### config.mk
export PLATFORM = sky130hd
export DESIGN_NAME = dmem_arbiter
export DESIGN_NICKNAME = d
export VERILOG_FILES = /design/src/rtl/rv32i_types_pkg.sv /design/src/rtl/ls_align.sv /design/src/rtl/dmem_arbiter.sv
export SDC_FILE = /design/constraint.sdc
export NUM_CORES = 1
export LEC_CHECK = 0
export CORE_ASPECT_RATIO = 1.25
export CORE_UTILIZATION = 44
export CTS_CLUSTER_DIAMETER = 40
export DETAILED_ROUTE_END_ITERATION = 8
export MAX_ROUTING_LAYER = met4
export PLACE_DENSITY = 0.86
export SETUP_SLACK_MARGIN = 0.3
export SLEW_MARGIN = 20
export SYNTH_ARGS = -nofsm -noshare
export SYNTH_HDL_FRONTEND = slang
export SYNTH_SLANG_ARGS = --single-unit
### constraint.sdc
create_clock -name clk_i -period 10.95 [get_ports clk_i]
set_input_delay 2.7375 -clock clk_i [delete_from_list [all_inputs] [get_ports clk_i]]
set_output_delay 2.7375 -clock clk_i [all_outputs]
set_load 0.05 [all_outputs]
### src/rtl/rv32i_types_pkg.sv
// Shared RV32I load/store encodings and the data-memory arbiter state type.
package rv32i_types;

  localparam logic [2:0] LOAD_F3_LB  = 3'b000;
  localparam logic [2:0] LOAD_F3_LH  = 3'b001;
  localparam logic [2:0] LOAD_F3_LW  = 3'b010;
  localparam logic [2:0] LOAD_F3_LBU = 3'b100;
  localparam logic [2:0] LOAD_F3_LHU = 3'b101;

  localparam logic [2:0] STORE_F3_SB = 3'b000;
  localparam logic [2:0] STORE_F3_SH = 3'b001;
  localparam logic [2:0] STORE_F3_SW = 3'b010;

  localparam logic [1:0] SZ_BYTE = 2'b00;
  localparam logic [1:0] SZ_HALF = 2'b01;

  typedef enum logic [1:0] {
    ARB_IDLE    = 2'b00,
    ARB_BUSY_LD = 2'b01,
    ARB_BUSY_ST = 2'b10,
    ARB_ERR     = 2'b11
  } arb_state_e;

  // Loads and stores share the size encoding in funct3[1:0]; funct3[2] marks unsigned loads.
  function automatic logic [1:0] access_size(input logic [2:0] f3);
    return f3[1:0];
  endfunction

endpackage

### src/rtl/ls_align.sv
// Byte-lane helper: access mask, store lane shift, load extract/extend and
// misalignment detection for one byte offset / funct3 pair.
module ls_align
  import rv32i_types::*;
(
  input  logic [1:0]  off,
  input  logic [2:0]  funct3,
  input  logic [31:0] wdata,
  input  logic [31:0] rdata,
  output logic [3:0]  mask,
  output logic [31:0] wdata_lane,
  output logic [31:0] rdata_ext,
  output logic        misalign
);

  logic [15:0] rdata_sh;

  always_comb begin
    rdata_sh   = 16'(rdata >> {off, 3'b000});
    wdata_lane = wdata << {off, 3'b000};
    mask       = 4'b1111;
    rdata_ext  = rdata;
    misalign   = 1'b0;
    case (access_size(funct3))
      SZ_BYTE: begin
        mask      = 4'b0001 << off;
        rdata_ext = funct3[2] ? {24'b0, rdata_sh[7:0]}
                              : {{24{rdata_sh[7]}}, rdata_sh[7:0]};
      end
      SZ_HALF: begin
        mask      = 4'b0011 << {off[1], 1'b0};
        misalign  = off[0];
        rdata_ext = funct3[2] ? {16'b0, rdata_sh}
                              : {{16{rdata_sh[15]}}, rdata_sh};
      end
      default: begin
        misalign = |off;
      end
    endcase
  end

endmodule

### src/rtl/dmem_arbiter.sv
// Shares the single data-memory port between the load and store requesters,
// with one outstanding transaction, misalignment trapping and load flush.
module dmem_arbiter
  import rv32i_types::*;
#(
  parameter int STORE_PRIO = 0
) (
  input  logic        clk_i,
  input  logic        rst_n_i,
  input  logic        flush_i,
  input  logic        ld_valid_i,
  output logic        ld_ready_o,
  input  logic [31:0] ld_addr_i,
  input  logic [2:0]  ld_funct3_i,
  output logic        ld_resp_o,
  output logic [31:0] ld_rdata_o,
  output logic        ld_err_o,
  input  logic        st_valid_i,
  output logic        st_ready_o,
  input  logic [31:0] st_addr_i,
  input  logic [2:0]  st_funct3_i,
  input  logic [31:0] st_wdata_i,
  output logic        st_resp_o,
  output logic        st_err_o,
  output logic [31:0] dmem_addr_o,
  output logic [3:0]  dmem_rmask_o,
  output logic [3:0]  dmem_wmask_o,
  output logic [31:0] dmem_wdata_o,
  input  logic        dmem_resp_i,
  input  logic [31:0] dmem_rdata_i
);

  arb_state_e  state_q, state_d;
  logic        prio_ld_q;
  logic        flushed_q, flushed_d;

  logic        gnt_ld, gnt_st, accept;
  logic [31:0] req_addr;
  logic [2:0]  req_f3;

  logic [29:0] word_p1;
  logic [1:0]  off_p1;
  logic [2:0]  f3_p1;
  logic [31:0] wdata_p1;
  logic        is_st_p1;

  logic [1:0]  al_off;
  logic [2:0]  al_f3;
  logic [3:0]  al_mask;
  logic [31:0] al_wlane;
  logic [31:0] al_rext;
  logic        al_mis;

  // prio_ld_q set means the load side wins the next tie.
  always_comb begin
    gnt_ld = 1'b0;
    gnt_st = 1'b0;
    if (rst_n_i && (state_q == ARB_IDLE) && !flush_i) begin
      if (st_valid_i && ((STORE_PRIO != 0) || !ld_valid_i || !prio_ld_q))
        gnt_st = 1'b1;
      else if (ld_valid_i)
        gnt_ld = 1'b1;
    end
  end

  assign accept     = gnt_ld | gnt_st;
  assign ld_ready_o = gnt_ld;
  assign st_ready_o = gnt_st;
  assign req_addr   = gnt_st ? st_addr_i   : ld_addr_i;
  assign req_f3     = gnt_st ? st_funct3_i : ld_funct3_i;

  // One aligner serves both paths: the granted request while idle, the held one while busy.
  assign al_off = (state_q == ARB_IDLE) ? req_addr[1:0] : off_p1;
  assign al_f3  = (state_q == ARB_IDLE) ? req_f3        : f3_p1;

  ls_align u_align (
    .off       (al_off),
    .funct3    (al_f3),
    .wdata     (wdata_p1),
    .rdata     (dmem_rdata_i),
    .mask      (al_mask),
    .wdata_lane(al_wlane),
    .rdata_ext (al_rext),
    .misalign  (al_mis)
  );

  always_ff @(posedge clk_i or negedge rst_n_i) begin
    if (!rst_n_i) begin
      state_q   <= ARB_IDLE;
      prio_ld_q <= 1'b1;
      flushed_q <= 1'b0;
    end else begin
      state_q   <= state_d;
      flushed_q <= flushed_d;
      if (accept) prio_ld_q <= gnt_st;
    end
  end

  // ---- p1: request captured on accept, held for the whole transaction ----
  always_ff @(posedge clk_i) begin
    if (accept) begin
      word_p1  <= req_addr[31:2];
      off_p1   <= req_addr[1:0];
      f3_p1    <= req_f3;
      wdata_p1 <= st_wdata_i;
      is_st_p1 <= gnt_st;
    end
  end

  always_comb begin
    state_d      = state_q;
    flushed_d    = 1'b0;
    ld_resp_o    = 1'b0;
    ld_rdata_o   = '0;
    ld_err_o     = 1'b0;
    st_resp_o    = 1'b0;
    st_err_o     = 1'b0;
    dmem_addr_o  = '0;
    dmem_rmask_o = '0;
    dmem_wmask_o = '0;
    dmem_wdata_o = '0;
    case (state_q)
      ARB_IDLE: begin
        if (accept)
          state_d = al_mis ? ARB_ERR : (gnt_st ? ARB_BUSY_ST : ARB_BUSY_LD);
      end
      ARB_BUSY_LD: begin
        dmem_addr_o  = {word_p1, 2'b00};
        dmem_rmask_o = al_mask;
        flushed_d    = flushed_q | flush_i;
        if (dmem_resp_i) begin
          state_d   = ARB_IDLE;
          flushed_d = 1'b0;
          // A flush seen at any point of the load swallows its result.
          if (!(flushed_q || flush_i)) begin
            ld_resp_o  = 1'b1;
            ld_rdata_o = al_rext;
          end
        end
      end
      ARB_BUSY_ST: begin
        dmem_addr_o  = {word_p1, 2'b00};
        dmem_wmask_o = al_mask;
        dmem_wdata_o = al_wlane;
        if (dmem_resp_i) begin
          state_d   = ARB_IDLE;
          st_resp_o = 1'b1;
        end
      end
      ARB_ERR: begin
        state_d = ARB_IDLE;
        if (is_st_p1) begin
          st_resp_o = 1'b1;
          st_err_o  = 1'b1;
        end else if (!flush_i) begin
          ld_resp_o = 1'b1;
          ld_err_o  = 1'b1;
        end
      end
      default: state_d = ARB_IDLE;
    endcase
  end

endmodule
## Yosys cells after proc, flatten, opt, wreduce, memory -nomap -nowiden

Cells that the tools add are included.

| storage, ports and cells | value |
|---|---|
| register bits | 72 |
| bits of input ports | 140 |
| output and inout bits | 110 |
| word-level logic and storage cells | 71 |

| cells by class | value |
|---|---|
| eq/ne operators | 6 |
| shift-type cells | 4 |
| muxes and demuxes | 38 |
| bitwise logic cells | 2 |
| reduce and logical (&&, ||, !) cells | 13 |

Operator list:

| kind | count |
|---|---|
| $mux 32 | 8 |
| $pmux 32 s2 | 1 |
| $shl 32x5->32 | 1 |
| $shr 32x5->16 | 1 |
| $mux 1 | 15 |
| $mux 2 | 5 |
| $mux 4 | 2 |
| $pmux 4 s2 | 1 |
| $mux 3 | 2 |
| $pmux 1 s2 | 3 |
| $pmux 2 s3 | 1 |
| $eq 2x1->1 const B | 2 |
| $eq 2x2->1 const B | 2 |
| $logic_not 2->1 | 2 |
| $reduce_or 2->1 | 2 |
| $shl 1x2->4 const A | 1 |
| $shl 2x2->4 const A | 1 |
| $logic_and 1x1->1 | 3 |
| $logic_not 1->1 | 3 |
| $logic_or 1x1->1 | 2 |
| $ne 2x1->1 const B | 1 |
| $ne 2x2->1 const B | 1 |
| $or 1x1->1 | 2 |
| $reduce_and 2->1 | 1 |

## Depth between registers and ports, before layout

| depth | value |
|---|---|
| depth in word-level cells | 13 |
| mapped depth | 12 |

## By module

From an unflattened synthesis, not the netlist that was laid out.

| unflattened totals | value |
|---|---|
| cell total of the unflattened synthesis | 572 |
| area total of the unflattened synthesis | 4,917.2 µm² |

Modules (own cells, without submodules):

| module | instances | cells an instance | area each (µm²) |
|---|---|---|---|
| dmem_arbiter | 1 | 343 | 3,577.2 |
| ls_align | 1 | 229 | 1,340.0 |

## Least setup slack after synthesis

No wires, ideal clock.

| timing path | value |
|---|---|
| kind | input port to output port |
| start | in flush_i |
| end | out ld_rdata_o[6] |
| arrival | 5.288 ns |
| path slack | 2.924 ns |
| stages on the path | 9 |
| path buffers | 4 |
| cell sequence | and3b_1 buf_4 nand2_4 clkinv_2 buf_2 o221a_2 clkbuf_1 buf_2 a221oi_1 |

| on the way | value |
|---|---|
| longest elaborated chain between the ends | 11 |
| elaborated cells on any way between the ends | 17 |
| those cells by class | 1 x eq/ne; 1 x shift; 11 x mux; 4 x reduce/logical |

RTL lines:

| what | line | RTL |
|---|---|---|
| from (decl) | dmem_arbiter.sv:10 | `input logic flush_i,` |
| $logic_not 1->1 | - |  |
| $logic_and 1x1->1 | dmem_arbiter.sv:58 | `if (rst_n_i && (state_q == ARB_IDLE) && !flush_i) begin` |
| $mux 1 | dmem_arbiter.sv:58 |  |
| $mux 32 | dmem_arbiter.sv:69 | `assign req_addr = gnt_st ? st_addr_i : ld_addr_i;` |
| $mux 2 | dmem_arbiter.sv:73 | `assign al_off = (state_q == ARB_IDLE) ? req_addr[1:0] : off_p1;` |
| $shr 32x5->16 | ls_align.sv:19 | `rdata_sh = 16'(rdata >> {off, 3'b000});` |
| $mux 32, on equally long branches | ls_align.sv:33, ls_align.sv:27 |  |
| $pmux 32 s2 | ls_align.sv:24 | `case (access_size(funct3))` |
| $mux 32 * | dmem_arbiter.sv:135 | `if (!(flushed_q \|\| flush_i)) begin` |
| $mux 32 * | dmem_arbiter.sv:131 | `if (dmem_resp_i) begin` |
| $mux 32 * | dmem_arbiter.sv:122 | `case (state_q)` |
| to (decl) | dmem_arbiter.sv:16 | `output logic [31:0] ld_rdata_o,` |

Mark *: on every way between the ends. The rest lies on a longest branch, timed or not.

## Worst setup path after layout

| timing path | value |
|---|---|
| start | in rst_n_i |
| end | out ld_rdata_o[15] |

| on the way | value |
|---|---|
| longest elaborated chain between the ends | 11 |
| elaborated cells on any way between the ends | 16 |
| those cells by class | 1 x eq/ne; 1 x shift; 11 x mux; 3 x reduce/logical |

RTL lines:

| what | line | RTL |
|---|---|---|
| from (decl) | dmem_arbiter.sv:9 | `input logic rst_n_i,` |
| $logic_and 1x1->1 * (2 in series) | dmem_arbiter.sv:58 |  |
| $mux 1 * | dmem_arbiter.sv:58 |  |
| $mux 32 | dmem_arbiter.sv:69 |  |
| $mux 2 | dmem_arbiter.sv:73 |  |
| $shr 32x5->16 | ls_align.sv:19 |  |
| $mux 32, on equally long branches | ls_align.sv:33, ls_align.sv:27 |  |
| $pmux 32 s2 * | ls_align.sv:24 |  |
| $mux 32 * | dmem_arbiter.sv:135 |  |
| $mux 32 * | dmem_arbiter.sv:131 |  |
| $mux 32 * | dmem_arbiter.sv:122 |  |

Marked as above.

==> summary.txt <==
Status
  – Status: finished with violations
  – Failing checks: DRC

Setup path
  – Data arrival time of the critical path: 6.91 ns
  – Internal reg-to-reg setup slack: 7.58 ns
  – Crit path max-delay cell type: clkdlybuf4s50_1
  – WP buf/inv: 4
  – FF-to-FF End: state_q[0]$_DFFE_PN0P_
  – Crit path kind: primary input to primary output
  – R2R depth: 9
  – CP most frequent cell: clkdlybuf4s50_1
  – Crit path largest cell delay: 0.82 ns
  – Crit path max-delay family: buffers and inverters
  – Reg-to-Reg Start: state_q[1]$_DFFE_PN0P_
  – CP cell instances: clkdlybuf4s50_1 > and3b_1 > nand2_4 > clkinv_2 > buf_4 > o221ai_4 > a211o_4 > a221o_1 > a21oi_1 > clkdlybuf4s50_1
  – Worst-path fanout max: 39
  – Critical Path End Type: primary output
  – WP data required: 8.21 ns
  – Startpoint types: primary input

Yosys
  – Post-synthesis cell area: 4891 µm²
  – Synth Register Bits: 72
  – Ys flop type: edfxtp_1
  – Yosys cell types: 47
  – Syn Area/Cell: 8.781 µm²
  – Register area share after synthesis: 0.4382
  – Synthesis Warnings: 0
  – Post-Synthesis Cells: 557
  – Post-synth EDFFs: 68
  – Ys async rst share: 0.05556

Min path
  – Worst hold start: prio_ld_q$_DFFE_PN1P_
  – Min-delay worst type: register to register
  – Worst Hold Path EP: prio_ld_q$_DFFE_PN1P_
  – WHS Path Cells: 2

Place
  – Gpl congestion: 0.8917
  – Placed Instances: 901
  – Port Buf Inserts: 247
  – DP Wirelength: 12210 µm

Power and ir drop
  – Cell leakage power: 2.944 nW
  – Cell Pwr Density: 247.0 nW/µm²
  – Total power: 1.911 mW
  – Max IR drop VDD: 168.4 µV

Routing
  – Antenna-violating nets left: 0
  – Detailed Routing Iterations Pass 1: 7
  – DR WL/cell: 17.85 µm
  – WL final: 16390 µm
  – First DRT Iteration DRCs: 376
  – Via Count: 5137
  – DR DRC count: 1
  – Vias per cell: 5.596

Floorplanning
  – Die height: 119.9 µm
  – Row cnt: 42
  – Initial Util: 0.4562
  – # IOs: 250
  – Core area: 10720 µm²
  – Die Area: 11540 µm²
  – DIE WIDTH: 96.30 µm

Timing
  – Slew @ Worst Pin: 0.8508 ns
  – Max transition margin: 0.4328
  – Endpoints failing setup: 0
  – Fin crit share: 0.8815
  – RSZ-0062 raised after global routing: no
  – Final setup skew: 0.003825 ns
  – Final setup TNS: 0 ns
  – Pins over their slew limit: 0
  – Fmax: 0.1036 GHz
  – Hold Fails Final Rpt: 0
  – Smallest hold slack: 0.5611 ns
  – Period minus WS final: 9.652 ns

Cells and area
  – Fill count: 801
  – Nets@finish: 925
  – Area Growth Syn to Fin: 58.15%
  – Post-Layout Cell Count: 918
  – Fraction of layout cells with a size suffix above 1: 0.06752
  – Area of the multi-input gates: 2486 µm²
  – Final Core Density: 0.7215
  – Sequential Area: 2143 µm²

CTS
  – TritonCTS Sinks: 72
  – CTS H-tree depth: 3
  – CTS Hold Bufs: 0
  – Root Buffer: clkbuf_16
  – CTS Buf Count: 9
  – CTS tree: done
  – CTS resizes: 0
  – Clock transition at the registers of the reported paths: 0.05 ns
  – Post-CTS Setup Inserts: 0
  – Clock Path Buffers: 2
  – Worst-skew pair later-pin latency: 0.33 ns

GRT
  – Grt total ovfl: 0
  – Vias in the first global route: 4972
  – Largest net degree at the start of global routing: 51
  – First-pass GRT wire length: 24550 µm
  – Initial antenna violation count: 1
  – Gr usage total: 0.2887

Job
  – Max-cap violations: 0
==> power by group <==
group	switching (mW)	leakage, nW	internal, mW
clock	0.107	0.177	0.244
combinational	0.811	2.10	0.393
sequential	0.0155	0.672	0.340
total	0.934	2.94	0.977
==> cell usage after synthesis, types with 2 or more instances <==
cell / instances / share of area
nand2_1: 167 / 0.13
edfxtp_1: 68 / 0.42
and2_1: 47 / 0.060
o21ai_0: 43 / 0.044
a21oi_1: 25 / 0.026
clkbuf_1: 21 / 0.016
nor2_1: 17 / 0.013
inv_1: 15 / 0.012
o22ai_1: 13 / 0.017
nand3_1: 12 / 0.012
o22ai_2: 11 / 0.028
buf_2: 10 / 0.010
and3_1: 9 / 0.012
nor2b_1: 9 / 0.012
mux2i_1: 8 / 0.016
o2bb2ai_1: 8 / 0.014
a221oi_1: 7 / 0.013
a311o_1: 7 / 0.014
mux2_2: 7 / 0.016
ha_1: 5 / 0.013
buf_1: 4 / 0.0031
buf_6: 4 / 0.0092
a21o_1: 3 / 0.0046
a221o_1: 3 / 0.0061
buf_4: 3 / 0.0046
dfrtp_1: 3 / 0.015
o21ai_1: 3 / 0.0031
a21oi_2: 2 / 0.0036
a31oi_4: 2 / 0.0087
nor3b_1: 2 / 0.0031
o2111a_1: 2 / 0.0046
o31ai_1: 2 / 0.0031
==> worst max-delay path by stage <==
stage / startpoint / end / slack (ns) / depth (start not counted)
5_1_grt: rst_n_i / ld_rdata_o[18] / 1.0 / 10
4_1_cts: rst_n_i / ld_rdata_o[15] / 1.26 / 10
2_1_floorplan: flush_i / ld_rdata_o[6] / 2.92 / 9
3_3_place_gp: rst_n_i / ld_rdata_o[15] / 1.45 / 10
3_5_place_dp: rst_n_i / ld_rdata_o[15] / 1.30 / 10
6_report: rst_n_i / ld_rdata_o[15] / 1.30 / 10
==> per-layer routing <==
layer,part of all wire,global-route usage,vias to the layer above
met5,0,-,-
met4,0.047,0.1544,0
met3,0.072,0.05703,66
met2,0.53,0.5239,263
met1,0.35,0.2809,2401
li1,-,-,2407
==> placed cells by master (no fill, tap or decap), drive strengths merged, types with 12 or more instances in the layout <==
| master | n |
|---|---|
| edfxtp | 68 |
| and2 | 47 |
| a21oi | 27 |
| clkdlybuf4s50 | 247 |
| o21ai | 46 |
| o22ai | 24 |
| inv | 15 |
| nor2 | 17 |
| nand3 | 12 |
| nand2 | 168 |
==> state kept, by name (all words and copies together), names as in the netlist <==
name / flops
f3_p1: 3
flushed_q: 1
is_st_p1: 1
off_p1: 2
prio_ld_q: 1
state_q: 2
wdata_p1: 32
word_p1: 30
==> worst reg2reg max path: cells and delay by family (launching register included) <==
| family | cells | cell delay [ns] |
|---|---|---|
| and+or+nand+nor | 2 | 0.80 |
| DFF | 1 | 0.44 |
| buffers and inverters | 2 | 0.24 |
| AOI/OAI and AO/OA | 4 | 1.27 |
| adders and majority gates | 1 | 0.49 |
==> logic make-up (layout without fill, tap and decap cells) <==
group / after synthesis / after routing / synth area share
AND/OR/NAND/NOR: 267 / 267 / 0.2466
AO/OA/AOI/OAI: 139 / 139 / 0.2134
flip-flops: 72 / 72 / 0.4382
buffers and inverters: 58 / 285 / 0.05577
multiplexers: 15 / 15 / 0.03249
adder cells (fa/ha/maj): 5 / 5 / 0.01279
other: 1 / 3 / 0.0007667
==> through the flow <==
stage	cell area (µm²)	setup slack, ns
global route	7735	0.9997
CTS	7732	1.262
floorplan	4895	2.924
detailed placement	7373	1.297
finish	7735	1.298
global placement	7373	1.449
==> layout make-up <==
| class | count | share of cell area |
|---|---|---|
| clock buffers | 9 | 0.02912 |
| repair buffers | 253 | 0.3255 |
| multi-input cells | 428 | 0.3214 |
| flip-flops and latches | 72 | 0.2771 |
| clock inverters | 7 | 0.01731 |
| inverters | 16 | 0.007926 |
| well taps | 132 | 0.02135 |
| diodes | 1 | 0.0003235 |
No activity file was read; power rests on OpenSTA's default activity.
